===== src/rtl/cpu_pkg.sv =====
// Shared CPU definitions: opcodes, IR field positions and fetch state encoding.
package cpu_pkg;

  localparam logic [4:0] OP_JUMP = 5'b01010;
  localparam logic [4:0] OP_JAL  = 5'b01011;
  localparam logic [4:0] OP_LD   = 5'b01100;
  localparam logic [4:0] OP_ST   = 5'b01101;
  localparam logic [4:0] OP_PUSH = 5'b01110;
  localparam logic [4:0] OP_POP  = 5'b01111;

  // IR field layout; the opcode sits in the top OPC_W bits of the IR.
  localparam int unsigned OPC_W   = 5;
  localparam int unsigned REG_W   = 3;
  localparam int unsigned RD_LSB  = 8;
  localparam int unsigned RS1_LSB = 5;
  localparam int unsigned RS2_LSB = 2;
  localparam int unsigned IMM_LSB = 0;
  localparam int unsigned IMM_W   = 8;

  // Fetch FSM encoding.
  localparam logic [1:0] ST_IDLE  = 2'd0;
  localparam logic [1:0] ST_REQ   = 2'd1;
  localparam logic [1:0] ST_WAIT  = 2'd2;
  localparam logic [1:0] ST_DRAIN = 2'd3;

endpackage


===== src/rtl/pc_reg.sv =====
// Program counter: sequential increment or jump, plus PC+1 link value.
module pc_reg #(
  parameter int unsigned         ADDR_W   = 16,
  parameter logic [ADDR_W-1:0]   RESET_PC = '0
) (
  input  logic              clk,
  input  logic              reset,
  input  logic              pc_write,
  input  logic              pc_src,
  input  logic [ADDR_W-1:0] jump_target,
  output logic [ADDR_W-1:0] pc,
  output logic [ADDR_W-1:0] pc_link
);

  // Increment wraps naturally at the register width.
  assign pc_link = pc + ADDR_W'(1);

  // PC update from the control FSM's PCWrite/PCSrc.
  always_ff @(posedge clk or negedge reset) begin
    if (!reset)        pc <= RESET_PC;
    else if (pc_write) pc <= pc_src ? jump_target : pc_link;
  end

endmodule


===== src/rtl/instr_fetch_unit.sv =====
// Instruction fetch unit: PC, IR, req/ack fetch FSM and IR field decode.
// Optional ack watchdog enabled by defining FETCH_TIMEOUT_EN.
module instr_fetch_unit
  import cpu_pkg::*;
#(
  parameter int unsigned       ADDR_W      = 16,
  parameter int unsigned       INSTR_W     = 16,
  parameter logic [ADDR_W-1:0] RESET_PC    = '0,
  parameter int unsigned       TIMEOUT_CYC = 15
) (
  input  logic               clk,
  input  logic               reset,
  input  logic               fetch_req,
  input  logic               flush,
  input  logic               pc_write,
  input  logic               pc_src,
  input  logic [ADDR_W-1:0]  jump_target,
  output logic               imem_req,
  output logic [ADDR_W-1:0]  imem_addr,
  input  logic               imem_ack,
  input  logic [INSTR_W-1:0] imem_rdata,
  output logic               instr_valid,
  output logic               busy,
  output logic [INSTR_W-1:0] ir,
  output logic [4:0]         opcode,
  output logic [2:0]         rd,
  output logic [2:0]         rs1,
  output logic [2:0]         rs2,
  output logic [7:0]         imm8,
  output logic [ADDR_W-1:0]  pc,
  output logic [ADDR_W-1:0]  pc_link,
  output logic               fetch_err
);

  // The watchdog counter is 4 bits wide.
  if (TIMEOUT_CYC < 1 || TIMEOUT_CYC > 15) begin : g_bad_timeout
    $error("TIMEOUT_CYC must be in 1..15");
  end

  logic [1:0]         state_q, state_d;
  logic [ADDR_W-1:0]  addr_q;
  logic [INSTR_W-1:0] ir_q;
  logic               valid_q;
  logic               load_ir;
  logic               tmo_hit;

  pc_reg #(
    .ADDR_W   (ADDR_W),
    .RESET_PC (RESET_PC)
  ) u_pc_reg (
    .clk         (clk),
    .reset       (reset),
    .pc_write    (pc_write),
    .pc_src      (pc_src),
    .jump_target (jump_target),
    .pc          (pc),
    .pc_link     (pc_link)
  );

`ifdef FETCH_TIMEOUT_EN
  logic [3:0] tmo_cnt_q;
  logic       err_q;

  assign tmo_hit   = (state_q == ST_WAIT || state_q == ST_DRAIN) && !imem_ack &&
                     (tmo_cnt_q == 4'(TIMEOUT_CYC - 1));
  assign fetch_err = err_q;

  // Count cycles spent in WAIT/DRAIN; any state change restarts the count.
  always_ff @(posedge clk or negedge reset) begin
    if (!reset)                    tmo_cnt_q <= '0;
    else if (state_d != state_q)   tmo_cnt_q <= '0;
    else if (state_q == ST_WAIT || state_q == ST_DRAIN)
                                   tmo_cnt_q <= tmo_cnt_q + 4'd1;
    else                           tmo_cnt_q <= '0;
  end

  // Sticky watchdog error, cleared only by reset.
  always_ff @(posedge clk or negedge reset) begin
    if (!reset)       err_q <= 1'b0;
    else if (tmo_hit) err_q <= 1'b1;
  end
`else
  assign tmo_hit   = 1'b0;
  assign fetch_err = 1'b0;
`endif

  // Next-state logic; an ack coinciding with flush is consumed but discarded.
  always_comb begin
    state_d = state_q;
    load_ir = 1'b0;
    case (state_q)
      ST_IDLE: if (fetch_req) state_d = ST_REQ;
      ST_REQ, ST_WAIT: begin
        if (imem_ack) begin
          state_d = ST_IDLE;
          load_ir = !flush;
        end else if (flush) begin
          state_d = ST_DRAIN;
        end else if (tmo_hit) begin
          state_d = ST_IDLE;
        end else begin
          state_d = ST_WAIT;
        end
      end
      ST_DRAIN: if (imem_ack || tmo_hit) state_d = ST_IDLE;
      default:  state_d = ST_IDLE;
    endcase
  end

  // State register and fetch address capture (old PC wins on same-cycle update).
  always_ff @(posedge clk or negedge reset) begin
    if (!reset) begin
      state_q <= ST_IDLE;
      addr_q  <= '0;
    end else begin
      state_q <= state_d;
      if (state_q == ST_IDLE && fetch_req) addr_q <= pc;
    end
  end

  // Instruction register and its registered valid pulse.
  always_ff @(posedge clk or negedge reset) begin
    if (!reset) begin
      ir_q    <= '0;
      valid_q <= 1'b0;
    end else begin
      valid_q <= load_ir;
      if (load_ir) ir_q <= imem_rdata;
    end
  end

  assign imem_req    = (state_q == ST_REQ) || (state_q == ST_WAIT);
  assign imem_addr   = addr_q;
  assign busy        = (state_q != ST_IDLE);
  assign instr_valid = valid_q;
  assign ir          = ir_q;
  assign opcode      = ir_q[INSTR_W-1 -: OPC_W];
  assign rd          = ir_q[RD_LSB  +: REG_W];
  assign rs1         = ir_q[RS1_LSB +: REG_W];
  assign rs2         = ir_q[RS2_LSB +: REG_W];
  assign imm8        = ir_q[IMM_LSB +: IMM_W];

endmodule


===== config.mk =====
export PLATFORM = sky130hd
export DESIGN_NAME = instr_fetch_unit
export DESIGN_NICKNAME = d
export VERILOG_FILES = /design/src/rtl/cpu_pkg.sv /design/src/rtl/pc_reg.sv /design/src/rtl/instr_fetch_unit.sv
export SDC_FILE = /design/constraint.sdc
export NUM_CORES = 1
export LEC_CHECK = 0
export CORE_AREA = 10 10 90 92
export DETAILED_ROUTE_END_ITERATION = 10
export DIE_AREA = 0 0 100 102
export PLACE_DENSITY = 0.87
export SYNTH_ARGS = -nofsm -noshare
export SYNTH_HDL_FRONTEND = slang
export SYNTH_SLANG_ARGS = --single-unit

===== constraint.sdc =====
create_clock -name clk -period 5.21 [get_ports clk]
set_input_delay 0.7815 -clock clk [delete_from_list [all_inputs] [get_ports clk]]
set_output_delay 0.7815 -clock clk [all_outputs]
set_load 0.05 [all_outputs]

==> flow_summary.ini, run 1 <==
[critical_path]
startpoint_type = flip-flop
r2r-start = state_q[1]$_DFFE_PN0P_
end_kind = output port
endpoint = pc_link[14]
critPathRequiredTime_ns = 4.43
cp_max_fo = 6
worstPathArrival_ns = 2.91
critPathLaunch = u_pc_reg.pc[0]$_DFFE_PN0P_
setup.worst_path.class = reg -> out
rr_worst_depth = 4
reg2reg_to = ir[11]$_DFFE_PN0P_
reg2reg_slack_ns = 3.26

[yosys]
synthMuxAreaShare_pct = 11.6
synth_area_sq_um = 2690
synth_edf_count = 0
synthDistinctLibCells = 43
synthSimpleGateAreaFrac_pct = 13.9
yosysSeqAreaShare_pct = 47.4
synth_fp_nets = 301
async_flop_share_pct = 100
ys_warn_count = 0
synth_compound_area_share_pct = 10.3
synthFlopType = dfrtp_1
avgSynthCellArea_sq_um = 10.4
synth-seq-cells = 51
synth-adder-area-share_pct = 1.39
postSynthCellCount = 259
synth_top_family_by_area = simple AND/OR/NAND/NOR gates
synth-xor-area-share_pct = 4.55

[routing]
drc = 0
drtIter0Drc = 81
routed_wl_mm = 8.05
drtAntennaViolNets = 0
vias_per_cell = 5.15
dr.pass1.iters = 4
routedWlPerCell_um = 18.5
vias = 2244

[sta]
final.min_clock_period_ns = 3.69
relSlewSlack_pct = 38.3
tightest_slew_ns = 0.923
tns_ns = 0
timing.final.crit_share_pct = 70.9
clock_skew_ns = 0.00691
finalHoldViolCount = 0
fmax_mhz = 271
drv_slew = 0
setup_viol = 0
rsz0062_at_grt = no

[pwr]
power_density_nw_per_um2 = 714
ir_drop_uv = 658
finalPower_w = 0.00279
p_leak_nw = 1.62

[placement]
dpl_cell_area_sq_um = 3830
dp_cells = 428
globalplace.congestion = 0.751
hpwl_mm = 6.32
port_buffers = 127

[clock_tree]
cts.path.max_buffers = 2
postCtsSetupRepairBufs = 0
insertion_delay_ns = 0.30
cts-root-buf = clkbuf_8
cts.clk_slew.worst_paths_ns = 0.09
cts.sinks = 51
h-tree-depth = 2
holdBufCountCts = 0
cts_buffers = 5
cts_tree = built
postCtsResizedCells = 0

[floorplanning]
io_pins = 129
floorplan.die_area_sq_um = 10200
start_util_pct = 42.9
fp.dieH_um = 102
die_w_um = 100
coreArea_sq_um = 6280
rows = 29

[final_layout]
area_delta_synth_final_pct = 45.2
final_nets = 400
final_util_pct = 62.3
drive_above_1_share_pct = 11.4
nFillCells = 536
antenna_cells = 0
layout.cells.non_filler = 436
post-route-cell-area_sq_um = 3910

[grt]
grt_pass1_vias = 2289
grt_pass1_wl_mm = 12.8
grt_max_degree = 52
grt_usage_pct = 15.6
antenna_found_initial = 0
globalRoute.totalOverflow = 0

[outcome]
status = finished clean

[run]
maxCapViolations = 0

[min_path]
hp-class = reg -> reg
-- cell usage in the layout, fill, tap and decap left out, types with 3 or more instances in the layout --
| cell | count |
|---|---|
| dfrtp_1 | 51 |
| nor2b_1 | 6 |
| xnor2_1 | 9 |
| nor2_1 | 10 |
| o21ai_0 | 16 |
| clkdlybuf4s50_1 | 126 |
| nand3b_1 | 3 |
| inv_1 | 15 |
| clkbuf_8 | 5 |
| nand3_1 | 12 |
| nand2b_1 | 3 |
| mux2i_1 | 3 |
| nor3_1 | 3 |
| nand2_1 | 19 |
| xor2_1 | 5 |
| a21oi_1 | 8 |
| nor4_1 | 3 |
| a22o_1 | 4 |
| mux2_2 | 25 |
| ha_1 | 3 |
-- kinds of logic after synthesis --
logic type / after synthesis
AO/OA/AOI/OAI: 42
XOR/XNOR: 14
adder cells (fa/ha/maj): 3
buffers and inverters: 51
flip-flops: 51
multiplexers: 28
other: 1
AND/OR/NAND/NOR: 69
-- worst max-delay path, cell delays in order, from the launching register on --
cell,delay (ns)
dfrtp_1,0.46
ha_1,0.26
nand3_1,0.23
nor4_1,0.58
xor2_1,0.24
clkdlybuf4s50_1,0.84
-- report_power, final --
group	internal, W	switching (W)
combinational	0.000627	0.00126
sequential	0.000550	0.000131
clock	0.0000946	0.000125
total	0.00127	0.00152
-- synth_stat cells, drive strengths merged (4+ instances only) --
| cell | n | area [sq um] |
|---|---|---|
| o21ai | 16 | 80.1 |
| inv | 15 | 56.3 |
| nor2b | 6 | 37.5 |
| mux2 | 25 | 282 |
| xnor2 | 9 | 78.8 |
| nand2 | 19 | 71.3 |
| a21oi | 8 | 40.0 |
| a22o | 4 | 35.0 |
| nand3 | 13 | 77.6 |
| buf | 30 | 210 |
| nor2 | 10 | 37.5 |
| dfrtp | 51 | 1280 |
| xor2 | 5 | 43.8 |
| clkbuf | 6 | 22.5 |
-- through the flow --
stage                     worst slack (ns)  hold WS, ns
after floorplan                       1.93        0.486
after global routing                  1.37        0.536
after global placement                1.97        0.464
after detailed placement              1.89        0.474
after CTS                             1.51        0.496
final                                 1.52        0.487
-- routing by layer --
layer | routed length (um) | global-route usage (%) | vias up
met3 | 992 | 8.10 | 8
met1 | 3440 | 18.7 | 1061
met4 | 72 | 3.37 | 0
met5 | 0 | 0 | -
met2 | 3540 | 24.4 | 113
li1 | - | - | 1062
-- cell type report --
type,count,area [sq um],area share [%]
Clock buffer,7,76.3,1.95
Clock inverter,1,5.00,0.128
Inverter,15,56.3,1.44
Multi-Input combinational cell,157,1130,28.8
Sequential cell,51,1280,32.6
Tap cell,77,96.3,2.46
Timing Repair Buffer,128,1270,32.6
-- worst min path at each step --
stage / from / end / depth (start not counted)
finish: imem_addr[5]$_DFFE_PN0P_ / imem_addr[5]$_DFFE_PN0P_ / 2
CTS: imem_addr[5]$_DFFE_PN0P_ / imem_addr[5]$_DFFE_PN0P_ / 2
global route: imem_addr[14]$_DFFE_PN0P_ / imem_addr[14]$_DFFE_PN0P_ / 1
detailed placement: imem_addr[5]$_DFFE_PN0P_ / imem_addr[5]$_DFFE_PN0P_ / 2
global placement: imem_addr[0]$_DFFE_PN0P_ / imem_addr[0]$_DFFE_PN0P_ / 2
floorplan: reset / imem_addr[0]$_DFFE_PN0P_ / 0
No activity file was read; power rests on OpenSTA's default activity.
==> inputs of run 2 (changes only) <==
--- a/config.mk
+++ b/config.mk
@@ -5,10 +5,10 @@
 export SDC_FILE = /design/constraint.sdc
 export NUM_CORES = 1
 export LEC_CHECK = 0
-export CORE_AREA = 10 10 90 92
+export CORE_AREA = 10 10 93 95
 export DETAILED_ROUTE_END_ITERATION = 10
-export DIE_AREA = 0 0 100 102
-export PLACE_DENSITY = 0.87
+export DIE_AREA = 0 0 103 105
+export PLACE_DENSITY = 0.82
 export SYNTH_ARGS = -nofsm -noshare
 export SYNTH_HDL_FRONTEND = slang
 export SYNTH_SLANG_ARGS = --single-unit
==> constraint.sdc (replaced) <==
create_clock -name clk -period 3.4 [get_ports clk]
set_input_delay 0.51 -clock clk [delete_from_list [all_inputs] [get_ports clk]]
set_output_delay 0.51 -clock clk [all_outputs]
set_load 0.05 [all_outputs]
==> run 2 against run 1 <==
  * Critical path depth stayed put
  * Largest cell class is now non-clock buffers
  * Wire length up 0.72%
  * Core utilization down 3.7 points
  * Largest power group unchanged
  * Worst hold slack got worse by 0.14 ns
  * Total power is 56% higher
  * Die area up 6.0%
  * Clock power increased by 100%
==> flow_summary.ini, run 2 (synthesis results as in run 1) <==
[final_layout]
layout_commonest_cell = clkdlybuf4s50_1
final_util_pct = 58.6
area_delta_synth_final_pct = 47.0
drive_above_1_share_pct = 13.3
final_cell_mix = 123 x clkdlybuf4s50_1, 51 x dfrtp_1, 25 x mux2_2
antenna_cells = 0
final_nets = 402

[sta]
tns_ns = 0
final.min_clock_period_ns = 3.20
drv_slew = 0
rsz0062_at_grt = no
fmax_mhz = 313
finalHoldViolCount = 0
clock_skew_ns = 0.0116
tightest_slew_ns = 0.977
timing.final.crit_share_pct = 94.1
setup_viol = 0
relSlewSlack_pct = 34.9

[floorplanning]
floorplan.die_area_sq_um = 10800
coreArea_sq_um = 6760
fp.dieH_um = 105
start_util_pct = 39.9
io_pins = 129
die_w_um = 103
rows = 30

[critical_path]
cp_max_fo = 6
worstPathArrival_ns = 2.69
critPathRequiredTime_ns = 2.89
setup.worst_path.class = reg -> out
end_kind = output port
startpoint_type = flip-flop

[clock_tree]
h-tree-depth = 2
insertion_delay_ns = 0.31
cts_tree = built
cts.clk_slew.worst_paths_ns = 0.10
postCtsSetupRepairBufs = 0
cts_buffers = 5
holdBufCountCts = 0
postCtsResizedCells = 0
cts.path.max_buffers = 2
cts.sinks = 51
cts-root-buf = clkbuf_8

[pwr]
ir_drop_uv = 398
power_density_nw_per_um2 = 1100
p_leak_nw = 1.65

[routing]
drtIter0Drc = 64
routedWlPerCell_um = 18.4
dr.pass1.iters = 4
vias_per_cell = 5.10
drc = 0
vias = 2248
routed_wl_mm = 8.11
drtAntennaViolNets = 0

[grt]
grt_pass1_vias = 2285
grt_usage_pct = 14.3
grt_pass1_wl_mm = 12.5
globalRoute.totalOverflow = 0
antenna_found_initial = 0
grt_max_degree = 43

[outcome]
status = finished clean

[min_path]
hp-class = in -> async

[placement]
globalplace.congestion = 0.774
hpwl_mm = 6.29
port_buffers = 127

[run]
maxCapViolations = 0
==> run 2: layout make-up <==
type | instances | area [sq um]
Tap cell | 80 | 100
Timing Repair Buffer | 130 | 1280
Inverter | 15 | 56.3
Clock inverter | 3 | 47.5
Sequential cell | 51 | 1280
Multi-Input combinational cell | 157 | 1130
Clock buffer | 5 | 68.8
Fill cell | 575 | 2800
==> run 2: stage by stage <==
step,hold slack (ns),area (sq um),worst slack (ns),power (W),cells
global route,0.412,3960,0.00685,0.00456,441
finish,0.347,3960,0.201,0.00437,441
global placement,0.464,3840,0.602,0.00392,433
floorplan,0.214,2690,0.394,0.00312,259
detailed placement,0.473,3840,0.519,0.00396,433
CTS,0.378,3960,0.168,0.00442,441
==> run 2: routing by layer <==
metal,track usage (%),routed length (um),vias up
li1,-,-,1065
met1,16.7,3330,1076
met2,23.3,3730,105
met3,6.65,1020,2
met4,2.68,24,0
met5,0,0,-
==> run 2: final timing paths <==
| kind | from | end | slack [ns] | depth (start not counted) |
|---|---|---|---|---|
| max | u_pc_reg.pc[0]$_DFFE_PN0P_ | pc_link[10] | 0.20 | 5 |
| min | reset | ir[6]$_DFFE_PN0P_ | 0.35 | 1 |
| max reg2reg | state_q[0]$_DFFE_PN0P_ | ir[4]$_DFFE_PN0P_ | 1.43 | 4 |
| min reg2reg | imem_addr[6]$_DFFE_PN0P_ | imem_addr[6]$_DFFE_PN0P_ | 0.49 | 2 |
| max in group asynchronous | reset | u_pc_reg.pc[3]$_DFFE_PN0P_ | 2.33 | 2 |
| min in group clk | imem_addr[6]$_DFFE_PN0P_ | imem_addr[6]$_DFFE_PN0P_ | 0.49 | 2 |
==> run 2: where the power goes <==
group	internal (W)	switching, W	leakage, nW
registers	0.000842	0.000197	0.610
logic	0.000961	0.00192	0.982
clock network	0.000224	0.000222	0.0587
==> run 2: critical path, cell delays in order (launching register included) <==
cell             delay [ns]
dfrtp_1                0.46
ha_1                   0.28
nand3_1                0.25
nor3_1                 0.35
xor2_1                 0.21
clkdlybuf4s50_1        0.83
==> inputs of run 3 (changes only) <==
==> constraint.sdc (replaced) <==
create_clock -name clk -period 3.4 [get_ports clk]
set_input_delay 0.51 -clock clk [delete_from_list [all_inputs] [get_ports clk]]
set_output_delay 0.51 -clock clk [all_outputs]
set_load 0.01 [all_outputs]
==> run 3 against run 2 <==
  * Setup slack gained 0.12 ns
  * Global-route usage shrank 0.34 points
  * Worst hold slack lost 0.0022 ns
  * Highest routed layer unchanged
  * Clock-buffer cell count grew 2
  * Final area shrank 0.70%
  * Largest cell class unchanged
  * Critical path type unchanged
  * Critical path depth is the same
==> flow_summary.ini, run 3 (synthesis results as in run 1) <==
[outcome]
status = finished clean

[sta]
fmax_mhz = 324
final.min_clock_period_ns = 3.08
tns_ns = 0
clock_skew_ns = 0.0105
relSlewSlack_pct = 38.1
rsz0062_at_grt = no
finalHoldViolCount = 0
timing.final.crit_share_pct = 90.7
drv_slew = 0
setup_viol = 0
tightest_slew_ns = 0.928

[routing]
routed_wl_mm = 7.93
drc = 0
drtIter0Drc = 82
vias_per_cell = 5.11
drtAntennaViolNets = 0
vias = 2254
dr.pass1.iters = 4
routedWlPerCell_um = 18.0

[clock_tree]
postCtsResizedCells = 0
cts.path.max_buffers = 2
h-tree-depth = 2
holdBufCountCts = 0
postCtsSetupRepairBufs = 0
cts.clk_slew.worst_paths_ns = 0.09
cts_buffers = 5
cts-root-buf = clkbuf_8
cts.sinks = 51
insertion_delay_ns = 0.30
cts_tree = built

[pwr]
pwr-share-clk_pct = 11.3
p_int_w = 0.00196
seqPwrFrac_pct = 34.8
power_density_nw_per_um2 = 758
power.net_switching_w = 0.00102
p_sw_share_pct = 34.4
p_leak_nw = 1.63
ir_drop_uv = 319
combPwrFrac_pct = 53.9

[grt]
grt_pass1_vias = 2292
globalRoute.totalOverflow = 0
grt_usage_pct = 13.9
grt_max_degree = 42
grt_pass1_wl_mm = 12.2
antenna_found_initial = 0

[critical_path]
critPathRequiredTime_ns = 2.89
worstPathArrival_ns = 2.57
critPathLaunch = u_pc_reg.pc[0]$_DFFE_PN0P_
reg2reg_to = ir[7]$_DFFE_PN0P_
endpoint = pc_link[14]
end_kind = output port
setup.worst_path.class = reg -> out
r2r-start = state_q[1]$_DFFE_PN0P_
reg2reg_slack_ns = 1.44
cp_max_fo = 6
startpoint_type = flip-flop
rr_worst_depth = 4

[run]
maxCapViolations = 0

[floorplanning]
floorplan.die_area_sq_um = 10800
fp.dieH_um = 105
coreArea_sq_um = 6760
rows = 30
start_util_pct = 39.9
die_w_um = 103
io_pins = 129

[placement]
dp_cells = 433
globalplace.congestion = 0.762
dpl_cell_area_sq_um = 3850
hpwl_mm = 6.28
port_buffers = 127

[final_layout]
layout.cells.non_filler = 441
post-route-cell-area_sq_um = 3930
drive_above_1_share_pct = 11.9
antenna_cells = 0
nFillCells = 576
final_nets = 402
final_cell_mix = 126 x clkdlybuf4s50_1, 51 x dfrtp_1, 25 x mux2_2
area_delta_synth_final_pct = 45.9
layout_commonest_cell = clkdlybuf4s50_1

[min_path]
hp-class = in -> async
-- run 3: routing by layer --
layer	GRT usage, %	vias to the layer above	routed length [um]	part of all wire [%]
met5	0	-	0	0
met3	5.93	7	986	12
met4	2.98	0	52	0.66
met2	24.0	107	3710	47
li1	-	1064	-	-
met1	15.4	1076	3180	40
-- run 3: cell type report --
type | instances | area (sq um) | area share, %
Timing Repair Buffer | 130 | 1290 | 32.8
Sequential cell | 51 | 1280 | 32.5
Tap cell | 80 | 100 | 2.55
Inverter | 15 | 56.3 | 1.43
Multi-Input combinational cell | 157 | 1130 | 28.7
Clock inverter | 1 | 5.00 | 0.127
Clock buffer | 7 | 76.3 | 1.94
-- run 3: power by group through the flow --
stage	Combinational, W	Sequential (W)	Clock [W]
5_1_grt	0.00172	0.00107	0.000376
6_report	0.00161	0.00104	0.000336
3_3_place_gp	0.00161	0.00103	0
3_5_place_dp	0.00164	0.00105	0
2_1_floorplan	0.000721	0.00112	0
4_1_cts	0.00164	0.00104	0.000355
-- run 3: worst min path at each step --
stage                        startpoint  cells after the start                       end
3_3_place_gp   imem_addr[5]$_DFFE_PN0P_                      2  imem_addr[5]$_DFFE_PN0P_
4_1_cts                           reset                      1         ir[7]$_DFFE_PN0P_
3_5_place_dp   imem_addr[6]$_DFFE_PN0P_                      2  imem_addr[6]$_DFFE_PN0P_
5_1_grt                           reset                      1         ir[7]$_DFFE_PN0P_
6_report                          reset                      1         ir[7]$_DFFE_PN0P_
2_1_floorplan                     reset                      0  imem_addr[0]$_DFFE_PN0P_
-- run 3: through the flow --
step                hold slack (ns)  worst slack (ns)  total power, W  utilization, %
CTS                           0.377             0.284         0.00304            58.2
global route                  0.416             0.170         0.00317            58.2
global placement              0.465             0.717         0.00264            57.0
finish                        0.345             0.317         0.00298            58.2
detailed placement            0.473             0.647         0.00269            57.0
floorplan                     0.214              1.31         0.00184               -
-- run 3: worst max-delay path: stages, from the launching register on --
cell and delay, ns:
dfrtp_1 0.47, ha_1 0.28, nand3_1 0.26, nor4_1 0.53, xor2_1 0.18, clkdlybuf4s50_1 0.56
